--- src/rtl/unstripe_ctrl.sv ---
// unstripe_ctrl: sequencing controller for the two-lane byte un-striping
// datapath. It waits for lane alignment, then drives the registered lane
// select and the merged valid for the clk_2f mux register. A sticky error
// state catches misalignment and lane loss, and a wrapping counter tracks
// the merged words.
// Optional build macro: UNSTRIPE_CTRL_ERRCNT_EN adds an 8-bit saturating
// err_cnt output that counts entries into the error state.
module unstripe_ctrl #(
  parameter int ALIGN_CYCLES = 2,
  parameter int SKEW_MAX     = 4,
  parameter int CNT_W        = 8
) (
  input  logic             clk_2f,
  input  logic             reset_L,
  input  logic             valid_0,
  input  logic             valid_1,
  input  logic             err_clr,
  output logic             sel,
  output logic             valid_out,
  output logic             active,
  output logic             err_misalign,
  output logic [CNT_W-1:0] word_cnt,
  output logic [1:0]       state
`ifdef UNSTRIPE_CTRL_ERRCNT_EN
  ,
  output logic [7:0]       err_cnt
`endif
);

  typedef enum logic [1:0] {
    ST_IDLE   = 2'd0,
    ST_ALIGN  = 2'd1,
    ST_ACTIVE = 2'd2,
    ST_ERROR  = 2'd3
  } state_t;

  // align counter only ever needs to reach SKEW_MAX
  localparam int ACW = (SKEW_MAX < 1) ? 1 : $clog2(SKEW_MAX + 1);
  localparam logic [ACW-1:0] ALIGN_TH = ACW'(ALIGN_CYCLES);
  localparam logic [ACW-1:0] SKEW_TH  = ACW'(SKEW_MAX);

  state_t             state_r;
  state_t             state_nxt_s;
  logic               sel_r;
  logic               sel_nxt_s;
  logic               vout_r;
  logic               vout_nxt_s;
  logic [ACW-1:0]     align_cnt_r;
  logic [ACW-1:0]     align_nxt_s;
  logic [CNT_W-1:0]   word_cnt_r;
  logic               active_r;
  logic               err_r;

  // Saturating 8-bit increment used by the error counter
  function automatic logic [7:0] sat_inc8(input logic [7:0] val);
    if (val == 8'hFF) begin
      sat_inc8 = 8'hFF;
    end else begin
      sat_inc8 = val + 8'd1;
    end
  endfunction

  // Next-state, next-select and next-valid decode from the lane valids
  always_comb begin
    state_nxt_s = state_r;
    sel_nxt_s   = 1'b0;
    vout_nxt_s  = 1'b0;
    align_nxt_s = align_cnt_r;
    case (state_r)
      ST_IDLE: begin
        if (valid_0) begin
          state_nxt_s = ST_ALIGN;
          align_nxt_s = {{(ACW-1){1'b0}}, 1'b1};
        end else if (valid_1) begin
          state_nxt_s = ST_ERROR;
        end else begin
          state_nxt_s = ST_IDLE;
        end
      end
      ST_ALIGN: begin
        if (!valid_0 && !valid_1) begin
          state_nxt_s = ST_IDLE;
        end else if (!valid_0) begin
          // lane 1 running without lane 0 is a misalignment
          state_nxt_s = ST_ERROR;
        end else if ((align_cnt_r >= ALIGN_TH) && valid_1) begin
          state_nxt_s = ST_ACTIVE;
        end else if (align_cnt_r == SKEW_TH) begin
          state_nxt_s = ST_ERROR;
        end else begin
          align_nxt_s = align_cnt_r + {{(ACW-1){1'b0}}, 1'b1};
        end
      end
      ST_ACTIVE: begin
        if (!sel_r) begin
          if (!valid_0 && !valid_1) begin
            // clean end on a pair boundary
            state_nxt_s = ST_IDLE;
          end else if (!valid_0) begin
            state_nxt_s = ST_ERROR;
          end else begin
            sel_nxt_s  = 1'b1;
            vout_nxt_s = 1'b1;
          end
        end else begin
          if (!valid_1) begin
            // second half of the pair missing
            state_nxt_s = ST_ERROR;
          end else begin
            sel_nxt_s  = 1'b0;
            vout_nxt_s = 1'b1;
          end
        end
      end
      ST_ERROR: begin
        if (err_clr && !valid_0 && !valid_1) begin
          state_nxt_s = ST_IDLE;
        end else begin
          state_nxt_s = ST_ERROR;
        end
      end
      default: begin
        state_nxt_s = ST_IDLE;
      end
    endcase
  end

  // Controller registers: state, select, merged valid, counters, status flags
  always_ff @(posedge clk_2f or negedge reset_L) begin
    if (!reset_L) begin
      state_r     <= ST_IDLE;
      sel_r       <= 1'b0;
      vout_r      <= 1'b0;
      align_cnt_r <= {ACW{1'b0}};
      word_cnt_r  <= {CNT_W{1'b0}};
      active_r    <= 1'b0;
      err_r       <= 1'b0;
    end else begin
      state_r     <= state_nxt_s;
      sel_r       <= sel_nxt_s;
      vout_r      <= vout_nxt_s;
      align_cnt_r <= align_nxt_s;
      active_r    <= (state_nxt_s == ST_ACTIVE);
      err_r       <= (state_nxt_s == ST_ERROR);
      if (vout_nxt_s) begin
        word_cnt_r <= word_cnt_r + {{(CNT_W-1){1'b0}}, 1'b1};
      end else begin
        word_cnt_r <= word_cnt_r;
      end
    end
  end

`ifdef UNSTRIPE_CTRL_ERRCNT_EN
  logic       enter_err_s;
  logic [7:0] err_cnt_r;

  // An error entry is a move into ERROR from any other state
  always_comb begin
    enter_err_s = (state_nxt_s == ST_ERROR) && (state_r != ST_ERROR);
  end

  // Saturating count of error entries
  always_ff @(posedge clk_2f or negedge reset_L) begin
    if (!reset_L) begin
      err_cnt_r <= 8'd0;
    end else if (enter_err_s) begin
      err_cnt_r <= sat_inc8(err_cnt_r);
    end else begin
      err_cnt_r <= err_cnt_r;
    end
  end

  assign err_cnt = err_cnt_r;
`endif

  assign state        = state_r;
  assign sel          = sel_r;
  assign valid_out    = vout_r;
  assign active       = active_r;
  assign err_misalign = err_r;
  assign word_cnt     = word_cnt_r;

endmodule

--- config.mk ---
export PLATFORM = sky130hd
export DESIGN_NAME = unstripe_ctrl
export DESIGN_NICKNAME = d
export VERILOG_FILES = /design/src/rtl/unstripe_ctrl.sv
export SDC_FILE = /design/constraint.sdc
export NUM_CORES = 1
export LEC_CHECK = 0
export ABC_AREA = 1
export ABC_CLOCK_PERIOD_IN_PS = 1450
export CAP_MARGIN = 30
export CORE_ASPECT_RATIO = 1.1
export CORE_MARGIN = 1.5
export CORE_UTILIZATION = 53
export CTS_BUF_LIST = sky130_fd_sc_hd__clkbuf_8
export CTS_CLUSTER_DIAMETER = 50
export DETAILED_ROUTE_END_ITERATION = 10
export GPL_TIMING_DRIVEN = 0
export PLACE_DENSITY = 0.91
export SKIP_LAST_GASP = 1
export SLEW_MARGIN = 20
export SYNTH_ARGS = -nofsm -noshare
export SYNTH_HDL_FRONTEND = slang
export SYNTH_SLANG_ARGS = --single-unit
--- constraint.sdc ---
create_clock -name clk_2f -period 1.45 [get_ports clk_2f]
set_input_delay 0.435 -clock clk_2f [delete_from_list [all_inputs] [get_ports clk_2f]]
set_output_delay 0.435 -clock clk_2f [all_outputs]
set_load 0.01 [all_outputs]
* Word-level counts from Yosys, hierarchy flattened *
Index checks and enable logic that the tools add are counted.

storage, ports and cells
  logic and storage cells = 55
  register bits after elaboration = 17
  output and inout bits = 14

operators by class
  magnitude comparators = 1
  $add $sub $neg = 2
  reduce and logical (&&, ||, !) cells = 9
  muxes and demuxes = 25
  eq/ne operators = 11

operators by type and width
  operator             count
  $mux 2               11
  $mux 3               5
  $ne 2x2->1 const B   5
  $add 8x1->8 const B  1
  $eq 2x2->1 const B   4
  $pmux 2 s4           1
  $mux 1               7
  $pmux 3 s2           1
  $reduce_and 6->1     1
  $logic_and 1x1->1    4
  $add 3x1->3 const B  1
  $eq 3x3->1 const B   1
  $ge 3x2->1 const B   1
  $eq 2x1->1 const B   1
  $logic_not 1->1      2
  $logic_not 2->1      1
  $reduce_bool 2->1    1

* Longest topological paths before layout *
Gate-level depths: netlist (run 1).

  word-level depth = 7
  depth in mapped cells = 10
  gate-level depth less buffers = 10

* Worst setup path after synthesis (run 1) *
Ideal clock, no wire load.

  path kind = flip-flop to flip-flop
  start point = reg align_cnt_r[0]
  end point = reg err_r, in the netlist err_misalign
  slack = 258 ps
  data required time = 1332 ps
  setup time = 118 ps
  clock period less this slack = 1192 ps
  data arrival time = 1075 ps
  cell stages (with the launch flop) = 11
  path buffers = 0
  cell sequence = dfrtp_1 inv_1 ha_1 nand2_1 nand2_1 nor2_1 nand2_1 nand2_1 nand2_1 nand2_1 nor2_1

on the way
  longest elaborated chain between the ends = 7
  elaborated cells between the ends (all ways) = 9
  those cells by class = 1 x order compare; 2 x eq/ne; 5 x mux; 1 x reduce/logical

ends and longest elaborated chain
  what                                                RTL line  text
  start: declaration                                  48        logic [ACW-1:0] align_cnt_r;
  start signal: assignment                            134       align_cnt_r <= {ACW{1'b0}};
  start signal: assignment                            142       align_cnt_r <= align_nxt_s;
  $ge 3x2->1 / $eq 3x3->1 (equally long branches)     86, 88
  $logic_and 1x1->1 / $mux 2 (equally long branches)  86, 88
  $mux 2 (*)                                          86        end else if ((align_cnt_r >= ALIGN_TH) && valid_1) begin
  $mux 2 (*)                                          83        end else if (!valid_0) begin
  $mux 2 (*)                                          81        if (!valid_0 && !valid_1) begin
  $pmux 2 s4 (*)                                      69        case (state_r)
  $eq 2x2->1 (*)                                      144       err_r <= (state_nxt_s == ST_ERROR);
  end signal: assignment                              144
  end: declaration                                    52        logic err_r;

Every way passes the cells marked *; elsewhere a longest branch is shown, timed or not.
A chain may end at the register's enable or synchronous reset.

* Final worst setup path (run 1) *
  start point = reg word_cnt_r[3], in the netlist word_cnt[3]
  end point = out word_cnt[3]

RTL lines
  what                      RTL line  text
  start: declaration        50        logic [CNT_W-1:0] word_cnt_r;
  start signal: assignment  135       word_cnt_r <= {CNT_W{1'b0}};
  start signal: assignment  146       word_cnt_r <= word_cnt_r + {{(CNT_W-1){1'b0}}, 1'b1};
  start signal: assignment  148       word_cnt_r <= word_cnt_r;
  end: declaration          22        output logic [CNT_W-1:0] word_cnt,

No word-level cell between the ends.

==> flow_summary_export.csv, run 1 <==
group,metric,value,unit
status,outcome,"completed",
die,core,1800,um^2
cells_and_area,final_core_util,0.735,
power,p_leak,0.760,nW
clocking,cts_sinks,17,
clocking,htreeDepth,1,
timing,skew,0.00270,ns
min_path,min_to,"word_cnt[6]$_DFFE_PN0P_",
synth,synth-seq-cells,17,
synth,yosysWarnings,0,
place,numPortBuffers,18,
place,placed_cells,169,
power,powerDensity,1750,nW/um^2
timing,finalCritPeriodShare,0.978,
critical_path,crit_path_max_incr_delay,0.44,ns
cells_and_area,multi_input_area,528,um^2
detailed_routing,wl_per_cell,11.3,um
synth,yosysSeqAreaShare,0.417,
min_path,hold_start,"word_cnt[6]$_DFFE_PN0P_",
min_path,hold_path_class,"reg2reg",
place,place.gp.congestion,0.829,
timing,slew_headroom,0.515,
clocking,cts_tree,"yes",
die,die_area,2200,um^2
cells_and_area,register_area,429,um^2
grt,grt.overflow.total,0,
synth,syn_area,1020,um^2
critical_path,critical_path_required,1.02,ns
timing,finalHoldViolCount,0,
clocking,cts_buffer_depth,2,
die,chipHeight,49.0,um
place,dpl_cell_area,1220,um^2
synth,netlist_instances,133,
synth,synth_area_leaders,"dfrtp_1 42%, nand2_1 18%, inv_1 6.3%, ha_1 4.9%, nor2_1 4.0%",
timing,final-max-slew-violation-count,0,
min_path,min_path_cells,2,
critical_path,cp.arrival,0.98,ns
detailed_routing,drc_errors,0,
synth,synthDistinctLibCells,22,
critical_path,cp-end-kind,"primary output",
critical_path,path_buf_inv,1,
cells_and_area,most-common-layout-cells,"47 x nand2_1, 18 x inv_1, 15 x dlygate4sd2_1, 14 x dfrtp_1, 11 x nor2_1",
detailed_routing,dr.pass1.iters,4,
critical_path,path_max_fanout,4,
clocking,clock_latency,0.24,ns
critical_path,reg2reg_to,"err_misalign$_DFF_PN0_",
timing,hold_slack,0.526,ns
critical_path,critPathTopFamily,"flip-flops",
cells_and_area,antenna-diode-count,0,
synth,synth_top_area_cell,"dfrtp_1",
place,dp_slack,-0.427,ns
critical_path,critPathSlowestCell,"dfrtp_2",
grt,grt_max_degree,18,
clocking,numCtsBuffers,3,
die,rows,16,
timing,setup_ws,0.0316,ns
detailed_routing,drtIter0Drc,20,
critical_path,crit_path_cell_trace,"dlygate4sd2_1",
timing,final-setup-viol-count,0,
critical_path,rrSetupSlack,0.13,ns
grt,grt_pass1_wl,3510,um
cells_and_area,fin_nets,173,
critical_path,start_kind,"flop",
clocking,cts_root_buffer,"clkbuf_8",
cells_and_area,final_cells,181,
die,start_util,0.566,
cells_and_area,layout_commonest_cell,"nand2_1",
grt,grtUsageTotal,0.207,
critical_path,reg2regPathDepth,8,
detailed_routing,ant_nets,0,
synth,yosysTopAreaCellShare,0.417,
timing,fin_crit,1.42,ns
place,dp.final_hpwl,1510,um
cells_and_area,n_fill_cell,138,
die,die_w,44.8,um
die,boundaryPins,19,
detailed_routing,drt-total-wl,2050,um
synth,synth_nets,142,
cells_and_area,stdcell_area,1330,um^2
detailed_routing,num_vias,949,
run,maxCapViolCount,0,
clocking,clkSlewWorstSetupHoldPaths,0.06,ns
cells_and_area,area_delta_synth_final,29.9,%
timing,worst_pin_slew,0.726,ns
timing,fmax,705,MHz
cells_and_area,drive_above_1_share,0.166,
grt,grt_pass1_vias,866,
detailed_routing,via_per_inst,5.24,
critical_path,crit_type,"reg2out",
grt,grt_antenna_before_repair,0,
power,irDropWorstVdd,0.000971,V
synth,syn_avg_cell_area,7.67,um^2
critical_path,r2r-start,"state[0]$_DFF_PN0_",
[cell usage after synthesis]
master    count
inv_1        17
ha_1          4
nor2_1       11
nor2_2        2
o21ai_0       2
nand3_1       7
inv_2         1
nand3b_1      1
nand4_1       3
nand2_1      48
nand3_2       1
clkinv_4      1
xor2_1        3
o21ai_2       1
nand2_4       2
xnor2_2       1
o21ai_4       1
nor3_1        2
dfrtp_1      17
nand2_2       1
a21oi_1       4
xnor2_1       3
[cells by family after synthesis]
group	synth area share
xor+xnor	0.0675
buf+inv	0.0748
fa+ha+maj	0.0491
simple gates	0.337
compound gates	0.0540
flops	0.417
[per-layer routing]
| metal | track usage | vias up | routed length [um] |
|---|---|---|---|
| met5 | 0 | - | 0 |
| met4 | 0.0490 | 0 | 16 |
| met3 | 0.0481 | 2 | 86 |
| met2 | 0.360 | 25 | 1060 |
| met1 | 0.252 | 448 | 880 |
| li1 | - | 474 | - |
[cell type report]
| type | instances | share of cell area |
|---|---|---|
| inverter | 19 | 0.0576 |
| tap | 18 | 0.0170 |
| sequential | 17 | 0.324 |
| clock inverter | 1 | 0.00283 |
| timing repair buffer | 26 | 0.169 |
| clock buffer | 3 | 0.0312 |
| multi-input combinational | 97 | 0.398 |
[registers in the layout, indices dropped and copies added (netlist names)]
name and cells:
active 1, state 2, sel 1, err_misalign 1, word_cnt 8, align_cnt_r 3, valid_out 1
[power by group]
part           internal [mW]  total, mW  switching (mW)
combinational          0.507       1.24           0.729
sequential             0.638      0.761           0.123
clock                  0.187      0.326           0.139
[how the worst max path moves through the flow]
stage | startpoint | to | slack, ns | depth (start not counted)
2_1_floorplan | align_cnt_r[0]$_DFFE_PN0P_ | err_misalign$_DFF_PN0_ | 0.26 | 10
3_3_place_gp | valid_0 | err_misalign$_DFF_PN0_ | -0.38 | 9
3_5_place_dp | valid_0 | err_misalign$_DFF_PN0_ | -0.43 | 9
4_1_cts | state[1]$_DFF_PN0_ | state[1] | -0.12 | 1
5_1_grt | align_cnt_r[1]$_DFFE_PN0P_ | err_misalign$_DFF_PN0_ | -0.006 | 10
6_report | word_cnt[3]$_DFFE_PN0P_ | word_cnt[3] | 0.03 | 1
[timing repair]
action	in CTS	in global routing
cloned	0	0
pin swaps	1	2
setup buffers	5	3
gates resized for setup	19	3
hold buffers	0	0
endpoints found under the setup margin	24	5
[stage by stage]
step,power (mW),TNS [ns]
3_3_place_gp,1.90,-4.41
4_1_cts,2.27,-0.120
3_5_place_dp,1.96,-5.02
5_1_grt,2.50,-0.00571
2_1_floorplan,1.53,0
6_report,2.32,0
No activity file was read; power rests on OpenSTA's default activity.
==> run 2, diff against run 1 <==
--- a/config.mk
+++ b/config.mk
@@ -6,16 +6,16 @@
 export NUM_CORES = 1
 export LEC_CHECK = 0
 export ABC_AREA = 1
-export ABC_CLOCK_PERIOD_IN_PS = 1450
+export ABC_CLOCK_PERIOD_IN_PS = 1200
 export CAP_MARGIN = 30
 export CORE_ASPECT_RATIO = 1.1
 export CORE_MARGIN = 1.5
-export CORE_UTILIZATION = 53
+export CORE_UTILIZATION = 48
 export CTS_BUF_LIST = sky130_fd_sc_hd__clkbuf_8
 export CTS_CLUSTER_DIAMETER = 50
 export DETAILED_ROUTE_END_ITERATION = 10
 export GPL_TIMING_DRIVEN = 0
-export PLACE_DENSITY = 0.91
+export PLACE_DENSITY = 0.87
 export SKIP_LAST_GASP = 1
 export SLEW_MARGIN = 20
 export SYNTH_ARGS = -nofsm -noshare
==> constraint.sdc (replaced) <==
create_clock -name clk_2f -period 1.2 [get_ports clk_2f]
set_input_delay 0.18 -clock clk_2f [delete_from_list [all_inputs] [get_ports clk_2f]]
set_output_delay 0.18 -clock clk_2f [all_outputs]
set_load 0.01 [all_outputs]
==> flow_summary_export.csv, run 2 (synthesis gave the netlist of run 1 again) <==
group,metric,value,unit
timing,fmax,733,MHz
detailed_routing,ant_nets,0,
status,outcome,"complete, but fails checks",
die,rows,17,
cells_and_area,register_area,428,um^2
detailed_routing,drtIter0Drc,45,
cells_and_area,drive_above_1_share,0.366,
die,chipHeight,51.3,um
critical_path,start_kind,"flop",
cells_and_area,n_fill_cell,137,
die,boundaryPins,19,
die,die_area,2410,um^2
critical_path,crit_path_cell_trace,"inv_2, ha_4, nand2_2, nand2_1, nor2_1, nand2_1, nand2_1, nand2_1, nand2_2, inv_1",
place,place.gp.congestion,0.805,
timing,setup_tns,-0.681,ns
critical_path,crit_path_frequent_cell,"nand2_1",
place,numPortBuffers,18,
detailed_routing,via_per_inst,5.23,
detailed_routing,drt-total-wl,3000,um
timing,skew,0.00245,ns
min_path,hold_path_class,"in2async",
place,dp_slack,-0.436,ns
detailed_routing,drc_errors,0,
timing,slew_headroom,0.482,
critical_path,critPathTopFamily,"simple AND/OR/NAND/NOR gates",
timing,final-max-slew-violation-count,0,
cells_and_area,most-common-layout-cells,"39 x nand2_1, 15 x dfrtp_1, 14 x dlygate4sd2_1, 14 x buf_4, 11 x inv_1",
critical_path,critPathLaunch,"align_cnt_r[1]$_DFFE_PN0P_",
detailed_routing,wl_per_cell,14.8,um
cells_and_area,antenna-diode-count,0,
cells_and_area,largest_reg_flops,8,
timing,hold_slack,0.378,ns
clocking,cts_root_buffer,"clkbuf_8",
grt,grt_pass1_vias,950,
critical_path,r2r-start,"align_cnt_r[1]$_DFFE_PN0P_",
clocking,numCtsBuffers,3,
critical_path,path_buf_inv,2,
clocking,clkSlewWorstSetupHoldPaths,0.07,ns
timing,finalHoldViolCount,0,
die,core,2000,um^2
clocking,cts_sinks,17,
status,violations,"setup timing",
clocking,hold_buffers,0,
clocking,cts_tree,"yes",
die,die_w,46.9,um
clocking,htreeDepth,1,
timing,finalCritPeriodShare,1.14,
grt,grt.overflow.total,0,
critical_path,path_max_fanout,3,
cells_and_area,multi_input_area,634,um^2
cells_and_area,fin_nets,185,
timing,fin_crit,1.36,ns
timing,worst_pin_slew,0.775,ns
timing,rsz0062_at_grt,"yes",
power,powerDensity,2300,nW/um^2
grt,grt_pass1_wl,3960,um
clocking,clock_latency,0.25,ns
detailed_routing,dr.pass1.iters,4,
critical_path,cp.arrival,1.51,ns
run,maxCapViolCount,0,
cells_and_area,layout_commonest_cell,"nand2_1",
power,p_leak,0.840,nW
timing,setup_ws,-0.165,ns
critical_path,crit_path_max_incr_delay,0.41,ns
die,start_util,0.510,
critical_path,crit_type,"reg2reg",
clocking,cts_buffer_depth,2,
detailed_routing,num_vias,1061,
grt,grt_antenna_before_repair,0,
critical_path,cp-end-kind,"flop",
power,irDropWorstVdd,0.00150,V
critical_path,critPathSlowestCell,"dfrtp_1",
critical_path,critical_path_required,1.34,ns
place,dp.final_hpwl,1460,um
grt,grtUsageTotal,0.231,
grt,grt_max_degree,18,
cells_and_area,area_delta_synth_final,52.6,%
timing,final-setup-viol-count,10,
## run 2: cell count changes in the layout (fill, tap and decap cells not counted), sizes merged
cell,change
dlymetal6s2s,-1
buf,+12
clkbuf,+2
dlygate4sd2,-1
## run 2: worst paths after layout
kind / endpoint / slack (ns) / cells after the start
min in group clk_2f: sel$_DFF_PN0_ / 0.51 / 3
setup reg to reg: state[1]$_DFF_PN0_ / -0.16 / 10
hold reg to reg: sel$_DFF_PN0_ / 0.53 / 1
hold / removal: word_cnt[1]$_DFFE_PN0P_ / 0.38 / 1
max in group asynchronous: state[1]$_DFF_PN0_ / 0.29 / 1
setup / recovery: state[1]$_DFF_PN0_ / -0.16 / 10
## run 2: report_power, final
part | total [mW] | internal (mW) | leakage, nW | switching, mW
clock network | 0.433 | 0.227 | 0.0269 | 0.206
registers | 0.993 | 0.767 | 0.218 | 0.226
logic | 2.15 | 0.943 | 0.596 | 1.21
## run 2: cell type report
| class | count | area share |
|---|---|---|
| flip-flops and latches | 17 | 0.275 |
| repair buffers | 38 | 0.209 |
| inverters | 19 | 0.0571 |
| well taps | 28 | 0.0225 |
| clock inverters | 1 | 0.00241 |
| multi-input cells | 97 | 0.408 |
| clock buffers | 3 | 0.0265 |
## run 2: per-stage QoR
step / power, mW / utilization / std cells / area, um^2
floorplan: 1.84 / - / 133 / 1020
detailed placement: 2.37 / 0.618 / 179 / 1230
finish: 3.57 / 0.778 / 203 / 1560
global placement: 2.31 / 0.618 / 179 / 1230
CTS: 3.03 / 0.707 / 196 / 1410
global route: 3.76 / 0.778 / 203 / 1560
## run 2: routing by layer
layer  GRT usage  share of wire
met5           0              0
met4       0.106          0.015
met3      0.0424          0.029
met2       0.400           0.52
met1       0.263           0.44
## run 2: repair_timing
item / CTS / global route
pin swaps: 8 / 7
setup endpoints to repair: 25 / 16
setup buffers: 13 / 7
resized for setup: 38 / 29
